### config.mk
export PLATFORM = sky130hd
export DESIGN_NAME = mem_access_unit
export DESIGN_NICKNAME = d
export VERILOG_FILES = /design/src/rtl/mem_access_unit.sv
export SDC_FILE = /design/constraint.sdc
export NUM_CORES = 1
export LEC_CHECK = 0
export CORE_MARGIN = 2
export CORE_UTILIZATION = 40
export DETAILED_ROUTE_END_ITERATION = 6
export GPL_ROUTABILITY_DRIVEN = 0
export PLACE_DENSITY_LB_ADDON = 0.2
export SKIP_CTS_REPAIR_TIMING = 1
export SLEW_MARGIN = 20
export SYNTH_ARGS = -nofsm -noshare
export SYNTH_HDL_FRONTEND = slang
export SYNTH_SLANG_ARGS = --single-unit
### constraint.sdc
create_clock -name clk -period 2.2 [get_ports clk]
set_input_delay 0.33 -clock clk [delete_from_list [all_inputs] [get_ports clk]]
set_output_delay 0.33 -clock clk [all_outputs]
set_load 0.1 [all_outputs]
### src/rtl/mem_access_unit.sv
// -----------------------------------------------------------------------------
// mem_access_unit
//
// Memory-stage access engine. Takes the effective address and store data from
// the EX/MEM register, runs each load or store as a single req/ack transaction
// on the data bus, and returns the lane-selected, sign/zero-extended load
// result for forwarding and writeback. The pipeline is stalled while an access
// is outstanding.
//
// Parameters
//   TIMEOUT  cycles bus_req may wait for bus_ack before the access faults
//   CNT_W    width of the wait counter (must hold TIMEOUT)
//
// Ports
//   clk, rst_n       clock (rising edge), asynchronous active-low reset
//   ex_valid         EX/MEM holds a valid instruction
//   ex_opcode        opcode; only loads and stores start an access
//   ex_funct3        access size / signedness
//   ex_addr          effective address
//   ex_store_data    store data
//   ex_rd            load destination register
//   stall            freeze IF/ID/EX and the EX/MEM register
//   bus_req          transaction request, held until bus_ack or timeout
//   bus_we           1 = write
//   bus_addr         word-aligned address
//   bus_wdata        lane-replicated store data
//   bus_wstrb        byte enables (0000 for loads)
//   bus_ack          one-cycle completion pulse
//   bus_rdata        read word, valid with bus_ack
//   mem_valid        one-cycle pulse: access completed
//   Data_mem_Mem     extended load result, 0 after a store
//   mem_rd           rd of the completed load, 0 after a store
//   mem_fault        one-cycle pulse: misaligned, illegal funct3 or timeout
// -----------------------------------------------------------------------------
module mem_access_unit #(
   parameter int TIMEOUT = 255,
   parameter int CNT_W   = 8
) (
   input  logic        clk,
   input  logic        rst_n,
   input  logic        ex_valid,
   input  logic [6:0]  ex_opcode,
   input  logic [2:0]  ex_funct3,
   input  logic [31:0] ex_addr,
   input  logic [31:0] ex_store_data,
   input  logic [4:0]  ex_rd,
   output logic        stall,
   output logic        bus_req,
   output logic        bus_we,
   output logic [31:0] bus_addr,
   output logic [31:0] bus_wdata,
   output logic [3:0]  bus_wstrb,
   input  logic        bus_ack,
   input  logic [31:0] bus_rdata,
   output logic        mem_valid,
   output logic [31:0] Data_mem_Mem,
   output logic [4:0]  mem_rd,
   output logic        mem_fault
);

   localparam logic [6:0]       OP_LOAD  = 7'b0000011;
   localparam logic [6:0]       OP_STORE = 7'b0100011;
   localparam logic [CNT_W-1:0] CNT_LAST = CNT_W'(TIMEOUT - 1);

   typedef enum logic [1:0] {IDLE, BUSY, RESP} state_t;

   state_t           state, state_nxt;
   logic [CNT_W-1:0] cnt;

   // transaction fields captured at acceptance
   logic             we_p1;
   logic [2:0]       f3_p1;
   logic [1:0]       off_p1;
   logic [4:0]       rd_p1;

   logic is_load, is_store, acc_req, acc_legal;
   logic accept, reject, stall_c, timeout_hit;

   // ---------------------------------------------------------------------------
   // Access rules
   // ---------------------------------------------------------------------------
   function automatic logic is_legal(input logic store, input logic [2:0] f3,
                                     input logic [1:0] off);
      logic ok;
      case (f3)
         3'b000:  ok = 1'b1;                       // LB / SB
         3'b001:  ok = ~off[0];                    // LH / SH
         3'b010:  ok = (off == 2'b00);             // LW / SW
         3'b100:  ok = ~store;                     // LBU
         3'b101:  ok = ~store & ~off[0];           // LHU
         default: ok = 1'b0;
      endcase
      return ok;
   endfunction

   function automatic logic [3:0] store_strb(input logic [2:0] f3, input logic [1:0] off);
      logic [3:0] s;
      case (f3[1:0])
         2'b00:   s = 4'b0001 << off;
         2'b01:   s = 4'b0011 << {off[1], 1'b0};
         default: s = 4'b1111;
      endcase
      return s;
   endfunction

   function automatic logic [31:0] store_lanes(input logic [2:0] f3, input logic [31:0] d);
      logic [31:0] w;
      case (f3[1:0])
         2'b00:   w = {4{d[7:0]}};
         2'b01:   w = {2{d[15:0]}};
         default: w = d;
      endcase
      return w;
   endfunction

   function automatic logic [31:0] load_ext(input logic [31:0] rdata, input logic [2:0] f3,
                                            input logic [1:0] off);
      logic [31:0] lane;
      logic [31:0] r;
      lane = rdata >> {off, 3'b000};
      case (f3)
         3'b000:  r = {{24{lane[7]}}, lane[7:0]};
         3'b001:  r = {{16{lane[15]}}, lane[15:0]};
         3'b100:  r = {24'b0, lane[7:0]};
         3'b101:  r = {16'b0, lane[15:0]};
         default: r = rdata;
      endcase
      return r;
   endfunction

   assign is_load     = (ex_opcode == OP_LOAD);
   assign is_store    = (ex_opcode == OP_STORE);
   // A faulting instruction is still sitting in EX/MEM the cycle after its
   // fault (it was stalled while we decided); mem_fault marks that cycle so the
   // instruction is dropped and the pipeline moves on instead of faulting again.
   assign acc_req     = ex_valid & (is_load | is_store) & ~mem_fault;
   assign acc_legal   = is_legal(is_store, ex_funct3, ex_addr[1:0]);
   assign timeout_hit = (cnt == CNT_LAST);

   // ---------------------------------------------------------------------------
   // Next state / stall
   // ---------------------------------------------------------------------------
   always_comb begin
      state_nxt = state;
      stall_c   = 1'b0;
      accept    = 1'b0;
      reject    = 1'b0;
      case (state)
         IDLE: begin
            if (acc_req) begin
               stall_c = 1'b1;
               if (acc_legal) begin
                  accept    = 1'b1;
                  state_nxt = BUSY;
               end else begin
                  reject    = 1'b1;
               end
            end
         end
         BUSY: begin
            stall_c = 1'b1;
            // ack wins over a coincident timeout
            if (bus_ack)          state_nxt = RESP;
            else if (timeout_hit) state_nxt = IDLE;
         end
         RESP:    state_nxt = IDLE;
         default: state_nxt = IDLE;
      endcase
   end

   // reset forces the pipeline free even if EX still presents an access
   assign stall = rst_n & stall_c;

   always_ff @(posedge clk or negedge rst_n) begin
      if (!rst_n) state <= IDLE;
      else        state <= state_nxt;
   end

   // ---------------------------------------------------------------------------
   // Bus request / response registers
   // ---------------------------------------------------------------------------
   always_ff @(posedge clk or negedge rst_n) begin
      if (!rst_n) begin
         cnt          <= '0;
         bus_req      <= 1'b0;
         bus_we       <= 1'b0;
         bus_addr     <= '0;
         bus_wdata    <= '0;
         bus_wstrb    <= '0;
         mem_valid    <= 1'b0;
         Data_mem_Mem <= '0;
         mem_rd       <= '0;
         mem_fault    <= 1'b0;
      end else begin
         mem_valid <= 1'b0;
         mem_fault <= 1'b0;
         case (state)
            IDLE: begin
               if (accept) begin
                  cnt       <= '0;
                  bus_req   <= 1'b1;
                  bus_we    <= is_store;
                  bus_addr  <= {ex_addr[31:2], 2'b00};
                  bus_wdata <= store_lanes(ex_funct3, ex_store_data);
                  bus_wstrb <= is_store ? store_strb(ex_funct3, ex_addr[1:0]) : 4'b0000;
               end else if (reject) begin
                  mem_fault <= 1'b1;
               end
            end
            BUSY: begin
               cnt <= cnt + 1'b1;
               if (bus_ack) begin
                  bus_req   <= 1'b0;
                  mem_valid <= 1'b1;
                  if (we_p1) begin
                     Data_mem_Mem <= '0;
                     mem_rd       <= '0;
                  end else begin
                     Data_mem_Mem <= load_ext(bus_rdata, f3_p1, off_p1);
                     mem_rd       <= rd_p1;
                  end
               end else if (timeout_hit) begin
                  bus_req   <= 1'b0;
                  mem_fault <= 1'b1;
               end
            end
            default: ;
         endcase
      end
   end

   // ---------------------------------------------------------------------------
   // Transaction capture (only meaningful while BUSY)
   // ---------------------------------------------------------------------------
   always_ff @(posedge clk) begin
      if (accept) begin
         we_p1  <= is_store;
         f3_p1  <= ex_funct3;
         off_p1 <= ex_addr[1:0];
         rd_p1  <= ex_rd;
      end
   end

endmodule

==> results of run 1 <==
## sequential cells by signal (all words and copies together), names as in the netlist, 3 cells and up
register      flops
bus_addr         30
f3_p1             3
bus_wstrb         4
Data_mem_Mem     32
rd_p1             5
mem_rd            5
cnt               8
bus_wdata        32
## worst max path at each step
| stage | from | end | slack (ns) |
|---|---|---|---|
| 2_1_floorplan | mem_fault$_DFF_PN0_ | stall | -0.05 |
| 3_3_place_gp | ex_funct3[2] | bus_wdata[20]$_DFFE_PN0P_ | 0.02 |
| 3_5_place_dp | ex_addr[0] | bus_wdata[30]$_DFFE_PN0P_ | -0.1 |
| 4_1_cts | mem_fault$_DFF_PN0_ | stall | -0.003 |
| 5_1_grt | mem_fault$_DFF_PN0_ | stall | 0.009 |
| 6_report | mem_fault$_DFF_PN0_ | stall | 0.07 |
## cell usage after synthesis (2+ instances only)
| library cell | count |
|---|---|
| a21oi_1 | 29 |
| a22oi_1 | 26 |
| a31oi_1 | 2 |
| and3_1 | 3 |
| buf_1 | 5 |
| buf_2 | 11 |
| buf_4 | 3 |
| buf_6 | 2 |
| clkbuf_1 | 14 |
| clkbuf_2 | 2 |
| dfrtp_1 | 117 |
| edfxtp_1 | 11 |
| ha_1 | 2 |
| inv_1 | 8 |
| mux2_2 | 24 |
| mux2_4 | 16 |
| mux2i_1 | 34 |
| nand2_1 | 54 |
| nand2b_1 | 13 |
| nand3_1 | 13 |
| nand3b_1 | 2 |
| nor2_1 | 31 |
| nor2b_1 | 4 |
| nor3_1 | 4 |
| o211ai_1 | 8 |
| o21ai_0 | 47 |
| o21ai_1 | 11 |
| o41ai_1 | 6 |
| or3_1 | 2 |
| or4_1 | 2 |
## routing by layer
metal  global-route usage  routed length, um  up-vias
met3              0.08387               1254        7
met2               0.3395               7951      182
met5                    0                  0        -
met4              0.05621                108        0
li1                     -                  -     2351
met1               0.2555               6821     2395
## worst max-delay path: stages, from the launching register on
cell and delay [ns]:
dfrtp_4 0.49, nor4b_4 0.31, a21oi_1 0.15, nor3b_4 0.24
buf_12 0.20
## power by group through the flow
stage                     combinational [mW]  clock, mW  sequential, mW
after floorplan                        0.271          0            3.17
after global placement                  1.28          0            2.63
after detailed placement                1.30          0            2.63
after CTS                               1.30       2.91            2.60
after global routing                    1.36       3.04            2.61
final                                   1.29       2.85            2.60
## final cells by class
cell class / count / area [um^2]
multi-input cells: 357 / 2462
fillers: 1210 / 5705
clock buffers: 21 / 461.7
flip-flops and latches: 128 / 3262
clock inverters: 10 / 135.1
well taps: 184 / 230.2
repair buffers: 246 / 2192
inverters: 8 / 30.03
## through the flow
step,setup TNS [ns],instance area [um^2],util
final,0,8773,0.6059
after global routing,0,8773,0.6059
after CTS,-0.002538,8766,0.6054
after detailed placement,-1.206,8169,0.5642
after global placement,0,8169,0.5642
after floorplan,-0.04884,5919,-
## kinds of logic (layout without fill, tap and decap cells)
kind of cell,Yosys count,in the layout,synth area share
AO/OA/AOI/OAI,140,140,0.1467
AND/OR/NAND/NOR,138,138,0.1129
XOR/XNOR,1,1,0.001488
other,1,2,0.0006371
multiplexers,74,74,0.1446
adder cells (fa/ha/maj),2,2,0.004251
buffers and inverters,45,285,0.03593
flip-flops,128,128,0.5536
## cell usage in the layout, fill, tap and decap left out, types with 2 or more instances in the layout
master	netlist	layout
nor2_1	31	31
nand3b_1	2	2
a21oi_1	29	29
mux2_2	24	24
or4_1	2	2
conb_1	1	2
o211ai_1	8	8
bufinv_16	0	3
o21ai_1	11	11
nand2_1	54	54
buf_4	3	128
a31oi_1	2	2
o41ai_1	6	6
ha_1	2	2
clkdlybuf4s50_1	0	113
nand3_1	13	13
nor3_1	4	3
edfxtp_1	11	11
clkinv_2	0	3
a22oi_1	26	26
and3_1	3	3
clkbuf_16	0	18
o21ai_0	47	47
inv_1	8	8
mux2_4	16	16
nand2b_1	13	13
clkbuf_1	14	3
buf_12	0	5
nor4_2	1	2
nor2b_1	4	4
clkinvlp_4	0	2
mux2i_1	34	34
or3_1	2	2
dfrtp_1	117	116
==> run_results.csv, run 1 <==
group,metric,value,unit
die,rows,44,
routing,avgViaCountPerCell,5.173,
timing,hold_slack,0.03848,ns
synth,yosysWarningCount,0,
clock_network,cts_buffer_depth,2,
setup_path,crit-reg2reg-capture,"bus_wdata[20]$_DFFE_PN0P_",
timing,finalMaxSlewViolations,0,
power,switching_share,0.2915,
grt,grt_remaining_overflow,0,
cells_and_area,instances_no_fill,954,
grt,grt_pass1_wl,25.76,mm
clock_network,clock-root-buffer,"clkbuf_16",
power,p_per_area,767.7,nW/um^2
setup_path,timing.reg2reg.worst_path_depth,7,
clock_network,clock_sinks,128,
die,die-area,15700,um^2
setup_path,reg2reg_slack,0.27,ns
synth,synth_cell_types,53,
routing,drcViolationCount,0,
power,peakVddDrop,0.0004539,V
cells_and_area,final_layout_size_suffix_gt1_frac,0.2779,
die,die_x,125.3,um
synth,ys.flop_type,"dfrtp_1",
routing,wire_per_inst,16.91,um
setup_path,path_max_fanout,3,
timing,setup_ws,0.07496,ns
power,leakage,4.161,nW
synth,ys_top_cells_by_area,"dfrtp_1, mux2i_1, edfxtp_1",
clock_network,cts_made_buffers,17,
power,intPower,4.772,mW
power,combinationalPowerShare,0.192,
die,core-area,14480,um^2
synth,synth_area_leader_cell,"dfrtp_1",
clock_network,insertion_delay,0.41,ns
cells_and_area,antenna_cells,0,
hold_path,holdCritPathClass,"in -> async",
clock_network,cts_max_level,4,
setup_path,startpoint_type,"flip-flop",
synth,synth_edf_count,11,
setup_path,arrival,1.80,ns
die,die_h,125.3,um
die,io_pins,225,
timing,max_freq,470.6,MHz
routing,wirelength,16.14,mm
clock_network,path_clk_slew,0.06,ns
synth,async_flop_share,0.9141,
cells_and_area,nets,875,
timing,skew,0.005541,ns
timing,fin_crit_sh,0.9659,
placed_design,dp_cells,922,
power,finalPower,6.736,mW
routing,vias,4935,
setup_path,r2r-start,"mem_fault$_DFF_PN0_",
grt,grt_start_max_net_pins,118,
routing,ant_nets,0,
routing,drt_pre_antenna_iters,5,
clock_network,cts_tree,"built",
synth,netlist.area_leader.share,0.4974,
grt,track_usage,0.2072,
timing,setup_viol,0,
synth,ys_ff_latch,128,
flow_run,cap_violations,0,
synth,synth_area,5886,um^2
setup_path,crit_required,1.87,ns
synth,syn-instance-count,529,
synth,avgSynthCellArea,11.13,um^2
synth,yosysSeqAreaShare,0.5536,
setup_path,worstSetupPathType,"reg -> out",
timing,period_needed,2.125,ns
setup_path,cp-end-kind,"primary output",
power,switching_power,1.963,mW
timing,finalHoldViolations,0,
power,pwr-share-clk,0.423,
cells_and_area,syn_to_final_growth,49.06,%
timing,worstMarginPinSlew,0.6327,ns
timing,rsz0062_at_grt,"no",
grt,grt_pass1_vias,5027,
grt,antenna_found_initial,0,
power,seqPwrFrac,0.386,
placed_design,io_buffers,222,
placed_design,preCtsSetupSlack,-0.09593,ns
timing,slew_headroom,0.5782,
die,initial_utilization,0.4065,
run_status,outcome,"finished clean",
placed_design,hpwl,11.75,mm
routing,drt_iter0_drc,275,
Power figures use the tool's default switching activity.
==> inputs of run 2 (changes only) <==
--- a/config.mk
+++ b/config.mk
@@ -7,9 +7,10 @@
 export LEC_CHECK = 0
 export CORE_MARGIN = 2
 export CORE_UTILIZATION = 40
+export CTS_CLUSTER_DIAMETER = 100
 export DETAILED_ROUTE_END_ITERATION = 6
 export GPL_ROUTABILITY_DRIVEN = 0
-export PLACE_DENSITY_LB_ADDON = 0.2
+export PLACE_DENSITY = 0.83
 export SKIP_CTS_REPAIR_TIMING = 1
 export SLEW_MARGIN = 20
 export SYNTH_ARGS = -nofsm -noshare
==> run_results.csv, run 2 (synthesis results as in run 1) <==
group,metric,value,unit
die,die-area,15700,um^2
setup_path,path_max_fanout,2,
die,die_h,125.3,um
die,rows,44,
grt,antenna_found_initial,0,
setup_path,critical-path-max-stage-delay,0.49,ns
cells_and_area,syn_to_final_growth,48.66,%
routing,avgViaCountPerCell,5.318,
routing,vias,5079,
timing,skew,0.01148,ns
timing,worstMarginPinSlew,0.6836,ns
setup_path,timing.reg2reg.worst_path_depth,5,
grt,track_usage,0.2114,
cells_and_area,final_layout_size_suffix_gt1_frac,0.2815,
clock_network,cts_tree,"built",
timing,slew_headroom,0.5443,
cells_and_area,nets,875,
clock_network,path_clk_slew,0.07,ns
timing,setup_ws,0.05603,ns
cells_and_area,top_regs,"Data_mem_Mem: 32 flops, bus_wdata: 32 flops, bus_addr: 30 flops",
setup_path,crit_required,1.87,ns
placed_design,dpl-instance-area,8144,um^2
timing,period_needed,2.144,ns
setup_path,path_cells,"nor4b_4, a21oi_1, nor3b_4, buf_12",
cells_and_area,design_area,8750,um^2
setup_path,cp-end-kind,"primary output",
die,die_x,125.3,um
die,core-area,14480,um^2
cells_and_area,final_common_cell,"buf_4",
timing,rsz0062_at_grt,"no",
routing,ant_nets,0,
placed_design,preCtsSetupSlack,-0.07233,ns
clock_network,cts_buffer_depth,2,
cells_and_area,instances_no_fill,955,
power,leakage,4.152,nW
run_status,outcome,"finished with violations",
routing,drt_iter0_drc,277,
setup_path,worstSetupPathType,"reg -> out",
placed_design,dp_cells,922,
routing,drcViolationCount,0,
clock_network,clock_sinks,128,
setup_path,arrival,1.81,ns
timing,finalHoldViolations,15,
setup_path,startpoint_type,"flip-flop",
placed_design,io_buffers,222,
timing,finalMaxSlewViolations,0,
routing,wire_per_inst,17.23,um
timing,fin_crit_sh,0.9745,
grt,grt_pass1_wl,26.46,mm
timing,max_freq,466.4,MHz
timing,setup_viol,0,
hold_path,holdCritPathClass,"in -> async",
clock_network,insertion_delay,0.42,ns
cells_and_area,final_cell_mix,"buf_4, dfrtp_1, clkdlybuf4s50_1",
grt,grt_pass1_vias,5186,
setup_path,cp_slowest_cell,"dfrtp_4",
clock_network,cts_made_buffers,17,
routing,wirelength,16.46,mm
timing,hold_slack,-0.03814,ns
die,io_pins,225,
run_status,violations,"hold timing",
flow_run,cap_violations,0,
cells_and_area,final_core_util,0.6043,
die,initial_utilization,0.4065,
power,peakVddDrop,0.0005178,V
clock_network,clock-root-buffer,"clkbuf_16",
clock_network,cts_max_level,4,
cells_and_area,antenna_cells,0,
grt,grt_remaining_overflow,0,
power,p_per_area,768.3,nW/um^2
placed_design,hpwl,12.04,mm
routing,drt_pre_antenna_iters,4,
grt,grt_start_max_net_pins,118,
==> run 2: layer usage <==
metal | GRT usage | part of all wire
met2 | 0.3526 | 0.49
met1 | 0.2551 | 0.41
met4 | 0.09542 | 0.028
met5 | 0 | 0
met3 | 0.06076 | 0.073
==> run 2: stage by stage <==
stage	setup TNS [ns]	total power [mW]
after detailed placement	-0.9634	3.937
after CTS	-0.02944	6.770
after global routing	0	6.938
final	0	6.722
after global placement	0	3.906
after floorplan	-0.04884	3.437
==> run 2: worst paths after layout <==
| check | startpoint | endpoint | slack [ns] |
|---|---|---|---|
| min | rst_n | bus_wdata[10]$_DFFE_PN0P_ | -0.04 |
| max reg2reg | mem_fault$_DFF_PN0_ | bus_addr[20]$_DFFE_PN0P_ | 0.31 |
| min in group clk | ex_rd[4] | rd_p1[4]$_DFFE_PP_ | 0.47 |
| max | mem_fault$_DFF_PN0_ | stall | 0.06 |
| min reg2reg | Data_mem_Mem[4]$_DFFE_PN0P_ | Data_mem_Mem[4]$_DFFE_PN0P_ | 0.48 |
| max in group asynchronous | rst_n | mem_fault$_DFF_PN0_ | 1.59 |
==> run 2: layout make-up <==
type / instances / area (um^2)
fillers: 1172 / 5729
clock buffers: 20 / 467.9
inverters: 8 / 30.03
flip-flops and latches: 128 / 3262
multi-input cells: 357 / 2462
well taps: 184 / 230.2
repair buffers: 246 / 2167
clock inverters: 12 / 130.1
==> run 2: power breakdown <==
part           switching, mW  internal (mW)  leakage [nW]
clock                   1.06           1.77         0.288
sequential             0.104           2.50          1.69
combinational          0.862          0.436          2.17
total                   2.02           4.70          4.15
==> run 2: critical path, delay by kind of cell (launching register included) <==
family	cells	cell delay, ns
simple gates	2	0.55
flops	1	0.49
buf+inv	1	0.20
compound gates	1	0.15
